[src/rtl/regfile_pkg.sv]
// Shared definitions for the integer register file and its write-back arbiter.
// Register-file geometry and the write-back request record live here.
package regfile_pkg;

    localparam int XLEN       = 64;
    localparam int REG_ADDR_W = 5;
    localparam int NREG       = 32;

    typedef struct packed {
        logic [REG_ADDR_W-1:0] rd;
        logic [XLEN-1:0]       wd;
    } wb_req_t;

    // Round-robin successor of idx in a ring of n slots.
    function automatic int wrap_inc(input int idx, input int n);
        return (idx + 1 >= n) ? 0 : idx + 1;
    endfunction

endpackage

[src/rtl/regfile_wb_arbiter_rr.sv]
// Combinational round-robin picker: the first valid requester at or after ptr,
// searching upward and wrapping from NREQ-1 back to 0, gets a one-hot grant.
module rr_arbiter
    import regfile_pkg::*;
#(
    parameter int NREQ  = 4,
    parameter int PTR_W = $clog2(NREQ)
) (
    input  logic [NREQ-1:0]  valid,
    input  logic [PTR_W-1:0] ptr,
    output logic [NREQ-1:0]  grant
);

    always_comb begin
        logic [PTR_W-1:0] idx;
        logic             found;
        grant = '0;
        found = 1'b0;
        idx   = ptr;
        for (int k = 0; k < NREQ; k++) begin
            if (!found && valid[idx]) begin
                grant[idx] = 1'b1;
                found      = 1'b1;
            end
            idx = (idx == PTR_W'(NREQ - 1)) ? '0 : idx + PTR_W'(1);
        end
    end

endmodule

[src/rtl/regfile_wb_arbiter.sv]
// Write-back arbiter: round-robin grant among NREQ requesters, one registered
// stage to the register-file write port. Define WB_BYPASS_EN to add read bypass.
module regfile_wb_arbiter #(
    parameter int NREQ = 4,
    parameter int XLEN = regfile_pkg::XLEN
) (
    input  logic                                        clk,
    input  logic                                        reset_n,
    input  logic                                        stall,
    input  logic [NREQ-1:0]                             req_valid,
    input  logic [NREQ-1:0][regfile_pkg::REG_ADDR_W-1:0] req_rd,
    input  logic [NREQ-1:0][XLEN-1:0]                   req_wd,
    output logic [NREQ-1:0]                             req_ready,
    output logic                                        wb_we,
    output logic [regfile_pkg::REG_ADDR_W-1:0]          wb_rd,
    output logic [XLEN-1:0]                             wb_wd
`ifdef WB_BYPASS_EN
    ,
    input  logic [regfile_pkg::REG_ADDR_W-1:0]          rs1,
    input  logic [regfile_pkg::REG_ADDR_W-1:0]          rs2,
    input  logic [XLEN-1:0]                             rf_rd1,
    input  logic [XLEN-1:0]                             rf_rd2,
    output logic [XLEN-1:0]                             byp_rd1,
    output logic [XLEN-1:0]                             byp_rd2
`endif
);

    localparam int PTR_W = $clog2(NREQ);
    localparam int AW    = regfile_pkg::REG_ADDR_W;

    logic [PTR_W-1:0]         ptr_reg;
    logic [PTR_W-1:0]         ptr_next;
    logic [NREQ-1:0]          grant;
    logic                     hs;
    logic [PTR_W-1:0]         sel_idx;
    logic [AW-1:0]            sel_rd;
    logic [XLEN-1:0]          sel_wd;
    logic [NREQ-1:0][AW-1:0]  rd_masked;
    logic [NREQ-1:0][XLEN-1:0] wd_masked;

    logic                     wb_we_reg;
    logic [AW-1:0]            wb_rd_reg;
    logic [XLEN-1:0]          wb_wd_reg;

    rr_arbiter #(
        .NREQ  (NREQ),
        .PTR_W (PTR_W)
    ) u_rr (
        .valid (req_valid),
        .ptr   (ptr_reg),
        .grant (grant)
    );

    // Grant is only ever raised on a valid requester, so any ready bit is a handshake.
    assign req_ready = stall ? '0 : grant;
    assign hs        = |(req_valid & req_ready);

    generate
        for (genvar gi = 0; gi < NREQ; gi++) begin : g_mask
            assign rd_masked[gi] = req_ready[gi] ? req_rd[gi] : '0;
            assign wd_masked[gi] = req_ready[gi] ? req_wd[gi] : '0;
        end
    endgenerate

    always_comb begin
        sel_idx = '0;
        sel_rd  = '0;
        sel_wd  = '0;
        for (int i = 0; i < NREQ; i++) begin
            sel_rd = sel_rd | rd_masked[i];
            sel_wd = sel_wd | wd_masked[i];
            if (req_ready[i]) begin
                sel_idx = PTR_W'(i);
            end
        end
    end

    always_comb begin
        ptr_next = ptr_reg;
        if (hs) begin
            ptr_next = PTR_W'(regfile_pkg::wrap_inc(int'(sel_idx), NREQ));
        end
    end

    // Writes to x0 are accepted upstream but never reach the register file.
    always_ff @(posedge clk or negedge reset_n) begin
        if (!reset_n) begin
            ptr_reg   <= '0;
            wb_we_reg <= 1'b0;
            wb_rd_reg <= '0;
            wb_wd_reg <= '0;
        end else begin
            ptr_reg   <= ptr_next;
            wb_we_reg <= hs && (sel_rd != '0);
            if (hs) begin
                wb_rd_reg <= sel_rd;
                wb_wd_reg <= sel_wd;
            end
        end
    end

    assign wb_we = wb_we_reg;
    assign wb_rd = wb_rd_reg;
    assign wb_wd = wb_wd_reg;

`ifdef WB_BYPASS_EN
    assign byp_rd1 = (wb_we_reg && (wb_rd_reg == rs1) && (rs1 != '0)) ? wb_wd_reg : rf_rd1;
    assign byp_rd2 = (wb_we_reg && (wb_rd_reg == rs2) && (rs2 != '0)) ? wb_wd_reg : rf_rd2;
`endif

endmodule

[config.mk]
export PLATFORM = sky130hd
export DESIGN_NAME = regfile_wb_arbiter
export DESIGN_NICKNAME = d
export VERILOG_FILES = /design/src/rtl/regfile_pkg.sv /design/src/rtl/regfile_wb_arbiter_rr.sv /design/src/rtl/regfile_wb_arbiter.sv
export SDC_FILE = /design/constraint.sdc
export NUM_CORES = 1
export LEC_CHECK = 0
export CAP_MARGIN = 20
export CORE_AREA = 4 4 137 139
export CTS_CLUSTER_DIAMETER = 30
export DETAILED_ROUTE_END_ITERATION = 6
export DIE_AREA = 0 0 141 143
export GPL_ROUTABILITY_DRIVEN = 0
export PLACE_DENSITY = 0.64
export SLEW_MARGIN = 20
export SYNTH_ARGS = -nofsm -noshare
export SYNTH_HDL_FRONTEND = slang
export SYNTH_SLANG_ARGS = --single-unit
[constraint.sdc]
create_clock -name clk -period 4.1 [get_ports clk]
set_input_delay 0.82 -clock clk [delete_from_list [all_inputs] [get_ports clk]]
set_output_delay 0.82 -clock clk [all_outputs]
set_load 0.02 [all_outputs]
Yosys cells after proc, flatten, opt, wreduce, memory -nomap -nowiden
Index checks and enable logic that the tools add are counted.
- bits in registers: 72
- latch bits: 0
- RAM bits: 0
- bits in read-only memories: 0
- bits of input ports: 283
- memories kept: 0
- add/sub/neg operators: 4
- multipliers: 0
- divide/modulo/power cells: 0
- order comparisons: 9
- eq/ne operators: 3
- shift-type cells: 0
- muxes and demuxes: 39
- bitwise gates (word level): 10
- reduce and logical (&&, ||, !) cells: 13
- operators with widths (cell ; number):
    $mux W64 ; 4
    $or A64 B64 Y64 ; 3
    $mux W4 ; 5
    $mux W5 ; 4
    $or A5 B5 Y5 ; 3
    $lt A2 B3 Y1 const B ; 4
    $mux W1 ; 12
    $mux W2 ; 6
    $or A4 B4 Y4 ; 3
    $bmux W1 S2 ; 4
    $demux W1 S2 ; 4
    $ge A2 B1 Y1 const B ; 4
    $logic_and A1 B1 Y1 ; 8
    $add A2 B1 Y2 const B ; 3
    $eq A2 B2 Y1 const B ; 3
    $reduce_bool A5 Y1 ; 1
    $and A4 B4 Y4 ; 1
    $reduce_or A4 Y1 ; 1
    $add A2 B1 Y3 const B ; 1
    $ge A3 B3 Y1 const B ; 1
    $logic_not A1 Y1 ; 3

Depth between registers and ports, before layout
- depth in word-level cells: 19
- mapped depth: 13

Modules after synthesis
A second synthesis with hierarchy kept.
- cell total of the unflattened synthesis: 605
- area total of the unflattened synthesis: 5745.5 µm²
- by module, submodules not included (module ; times used ; cells an instance ; area an instance (µm²)):
    regfile_wb_arbiter ; 1 ; 551 ; 5320.1
    rr_arbiter ; 1 ; 54 ; 425.4

Worst setup path before layout
No wires, ideal clock.
- path kind: register to output
- start point: register ptr_reg[0]
- end point: output req_ready[0]
- arrival: 2.815 ns
- data required time: 3.280 ns
- setup slack: 0.465 ns
- stages on the path, launching flop included: 10
- path through: dfrtp_1 > buf_6 > inv_1 > ha_1 > mux4_2 > or4_1 > a21oi_1 > a311o_1 > buf_2 > clkbuf_1
- cells in the longest elaborated chain, start to end: 13
- elaborated cells between the ends (all ways): 54
- classes of those cells: 3 x add/sub; 8 x order compare; 3 x eq/ne; 27 x mux; 3 x bitwise; 10 x reduce/logical
- ends and longest elaborated chain (element ; RTL line ; text):
    start: declaration ; regfile_wb_arbiter.sv:31 ; logic [PTR_W-1:0] ptr_reg;
    start signal: assignment ; regfile_wb_arbiter.sv:93 ; ptr_reg <= ptr_next;
    $add A2 B1 Y2 (tied with other cells) ; regfile_wb_arbiter_rr.sv:25 ; idx = (idx == PTR_W'(NREQ - 1)) ? '0 : idx + PTR_W'(1);
    $mux W2 or $mux W1 (tied branches) ; regfile_wb_arbiter_rr.sv:25, regfile_wb_arbiter_rr.sv:21 ;
    $add A2 B1 Y2 (tied with other cells) ; regfile_wb_arbiter_rr.sv:25 ;
    $mux W2 (tied with other cells) ; regfile_wb_arbiter_rr.sv:25 ;
    $add A2 B1 Y2 (tied with other cells) ; regfile_wb_arbiter_rr.sv:25 ;
    $mux W2 (tied with other cells) ; regfile_wb_arbiter_rr.sv:25 ;
    $lt A2 B3 Y1 (not written as such) (tied with other cells) ; regfile_wb_arbiter_rr.sv:22 ; grant[idx] = 1'b1;
    $logic_and A1 B1 Y1 (not written as such) (tied with other cells) ; regfile_wb_arbiter_rr.sv:22 ;
    $mux W1 (not written as such) (tied with other cells) ; regfile_wb_arbiter_rr.sv:22 ;
    $demux W1 S2 (tied with other cells) ; - ;
    $or A4 B4 Y4 (no source line) or $logic_and A1 B1 Y1 (tied branches) ; - ;
    $mux W4 * ; regfile_wb_arbiter_rr.sv:21 ; if (!found && valid[idx]) begin
    $mux W4 * ; regfile_wb_arbiter.sv:55 ; assign req_ready = stall ? '0 : grant;
    end: declaration ; regfile_wb_arbiter.sv:13 ; output logic [NREQ-1:0] req_ready,
Mark *: on every way between the ends. The rest lies on a longest branch, timed or not. The select of a mux whose other input is x is not followed.

Final worst setup path
- start point: input req_valid[2]
- end point: output req_ready[1]
- cells in the longest elaborated chain, start to end: 13
- elaborated cells between the ends (all ways): 25
- classes of those cells: 16 x mux; 3 x bitwise; 6 x reduce/logical
- ends and longest elaborated chain (element ; RTL line ; text):
    start: declaration ; regfile_wb_arbiter.sv:10 ; input logic [NREQ-1:0] req_valid,
    $bmux W1 S2 ; regfile_wb_arbiter_rr.sv:21 ;
    $mux W1 (not written as such) ; regfile_wb_arbiter_rr.sv:21 ;
    $mux W1 ; regfile_wb_arbiter_rr.sv:21 ;
    $logic_not A1 Y1 ; regfile_wb_arbiter_rr.sv:21 ;
    $logic_and A1 B1 Y1 ; regfile_wb_arbiter_rr.sv:21 ;
    $mux W1 ; regfile_wb_arbiter_rr.sv:21 ;
    $logic_not A1 Y1 ; regfile_wb_arbiter_rr.sv:21 ;
    $logic_and A1 B1 Y1 ; regfile_wb_arbiter_rr.sv:21 ;
    $mux W1 ; regfile_wb_arbiter_rr.sv:21 ;
    $logic_not A1 Y1 ; regfile_wb_arbiter_rr.sv:21 ;
    $logic_and A1 B1 Y1 ; regfile_wb_arbiter_rr.sv:21 ;
    $mux W4 * ; regfile_wb_arbiter_rr.sv:21 ;
    $mux W4 * ; regfile_wb_arbiter.sv:55 ;
Marked as above.

==> results.yml <==
floorplan:
  rows: 49
  die_y_um: 143
  die_w_um: 141
  io_pins: 357
  core_area_um2: 17660
  dieArea_um2: 20160
  start_util_pct: 27.57
yosys:
  yosysMostFrequentCell: "a22oi_1"
  synth_edf_count: 0
  async_flop_share_pct: 100.0
  ys_seq_elements: 72
  syn_avg_cell_area_um2: 10.84
  ys_types: 41
  yosysTopAreaCell: "dfrtp_1"
  syn-cell-area_um2: 4868
  synth_area_leaders: "dfrtp_1 (37%), mux2_4 (20%), a22oi_1 (20%), nand2_1 (5.6%), buf_8 (2.2%)"
  synth-seq-area-share_pct: 37.01
  syn_nets: 739
  yosys_warnings: 0
  synth_common_cells: "a22oi_1 (130), dfrtp_1 (72), nand2_1 (72)"
  synth_top_area_share_pct: 37.01
  syn_inst: 449
  synth_ff_type: "dfrtp_1"
grt:
  grt_use_total_pct: 18.65
  grt_pass1_wl_um: 29600
  grt-ovfl-total: 0
  grt_max_degree: 73
  antenna_found_initial: 0
  grt_pass1_vias: 5416
layout:
  drive_gt1_share_pct: 14.36
  largest_register_ffs: 64
  antenna_cells: 0
  final_nets: 1087
  areaGrowthSynthToFinish_pct: 85.27
  finalNonFillerCells: 1030
clocking:
  postCtsSetupBuffers: 0
  cts_tree: "done"
  cts_root_buf: "clkbuf_16"
  cts_sinks: 72
  path_clk_slew_ns: 0.06
  cts-buffers-inserted: 9
  clk_latency_ns: 0.34
  ctsLongestPathBuffers: 2
  htreeDepth: 3
power:
  finalPower_uw: 5467
  leakage_uw: 0.003863
  powerDensity_nw_per_um2: 606.1
  peakVddDrop_v: 0.0003261
sta:
  worst_slew_pin_slew_ns: 0.9342
  rsz0062_at_grt: "no"
  fmax_ghz: 0.2599
  finalClockSkew_ns: 0.009223
  setup_viol: 0
  relSlewSlack_pct: 37.72
  final_hold_viol_count: 0
  report.final.slew_viol_count: 0
  period_needed_ns: 3.847
  finalCritPeriodShare_pct: 93.83
place:
  port_buffers: 356
  place_inst: 1015
  dp_hpwl_um: 16050
routing:
  drtIter0Drc: 327
  drc: 0
  via_per_inst: 4.994
  ant_nets: 0
  vias: 5144
  first_pass_iters: 5
  wl_per_cell_um: 19.35
  wl_um: 19930
worst_hold_path:
  hp-class: "reg2reg"
flow_run:
  drv_cap: 0
setup_path:
  arrival_ns: 3.03
  end_kind: "output pin"
  required_ns: 3.28
  start_kind: "primary input"
  path_max_fanout: 5
  crit_type: "in2out"
status:
  outcome: "completed"
[timing repair]
action,CTS,global route
gates cloned,0,0
resized for setup,2,3
setup endpoints to repair,2,2
hold buffers,0,0
[report_power, final]
part           internal [uW]  switching (uW)  total (uW)
Combinational           1820            1670        3490
Clock                    564             295         860
Sequential               967             154        1120
[worst max-delay path, cell delays in order]
cell	delay, ns
clkdlybuf4s50_1	0.47
mux2_4	0.30
or4_1	0.54
a21oi_1	0.20
a32oi_1	0.13
a21oi_4	0.19
dlygate4sd2_1	0.38
[worst paths after layout]
kind	from	end	slack, ns	cells past startpoint
min in group asynchronous	reset_n	wb_wd[18]$_DFFE_PN0P_	0.62	1
max in group asynchronous	reset_n	ptr_reg[1]$_DFFE_PN0P_	2.83	1
worst max-delay path	req_valid[2]	req_ready[1]	0.25	7
worst max register to register	ptr_reg[1]$_DFFE_PN0P_	wb_wd[7]$_DFFE_PN0P_	0.40	13
worst min-delay path	wb_wd[21]$_DFFE_PN0P_	wb_wd[21]$_DFFE_PN0P_	0.51	1
worst min register to register	wb_wd[21]$_DFFE_PN0P_	wb_wd[21]$_DFFE_PN0P_	0.51	1
[cells by family after synthesis]
group | count (synthesis) | share of synthesized area (%)
AOI/OAI and AO/OA | 159 | 24.88
and+or+nand+nor | 89 | 7.813
muxes | 75 | 22.74
DFF | 72 | 37.01
buffers and inverters | 47 | 5.757
adders and majority gates | 7 | 1.799
[cell type report]
| class | instances | area, um^2 |
|---|---|---|
| fill | 1533 | 8637 |
| timing repair buffer | 377 | 3759 |
| multi-input combinational | 330 | 2816 |
| sequential | 72 | 1803 |
| tap | 229 | 286.5 |
| clock buffer | 11 | 252.7 |
| clock inverter | 4 | 76.32 |
| inverter | 7 | 26.28 |
[layer usage]
| layer | global-route usage [%] | share of wire [%] | vias to the layer above |
|---|---|---|---|
| met5 | 0 | 0 | - |
| met4 | 5.558 | 2.0 | 0 |
| met3 | 5.492 | 8.1 | 31 |
| met2 | 33.54 | 51 | 286 |
| met1 | 21.50 | 39 | 2397 |
| li1 | - | - | 2430 |
[placed cells by master, fill, tap and decap left out, types with 3 or more instances in the layout]
| master | instances |
|---|---|
| clkdlybuf4s50_1 | 351 |
| a22oi_1 | 130 |
| nand2_1 | 72 |
| dfrtp_1 | 71 |
| mux2_4 | 66 |
| buf_4 | 19 |
| clkbuf_16 | 9 |
| inv_1 | 7 |
| ha_1 | 7 |
| mux2i_1 | 6 |
| a21oi_1 | 6 |
| a221oi_1 | 6 |
| a22o_1 | 4 |
| buf_12 | 3 |
[metrics by stage]
stage          hold WS, ns  area, um^2  worst slack [ns]  setup TNS (ns)  util (%)
6_report            0.5072        9020            0.2528               0     51.08
5_1_grt             0.5221        9020           0.08833               0     51.08
4_1_cts             0.5092        9014           0.02224               0     51.05
3_5_place_dp        0.4917        8687          -0.09986          -4.105     49.20
3_3_place_gp        0.4969        8687         -0.004905       -0.004905     49.20
2_1_floorplan       0.5244        4868            0.4652               0         -
Power figures use the tool's default switching activity.
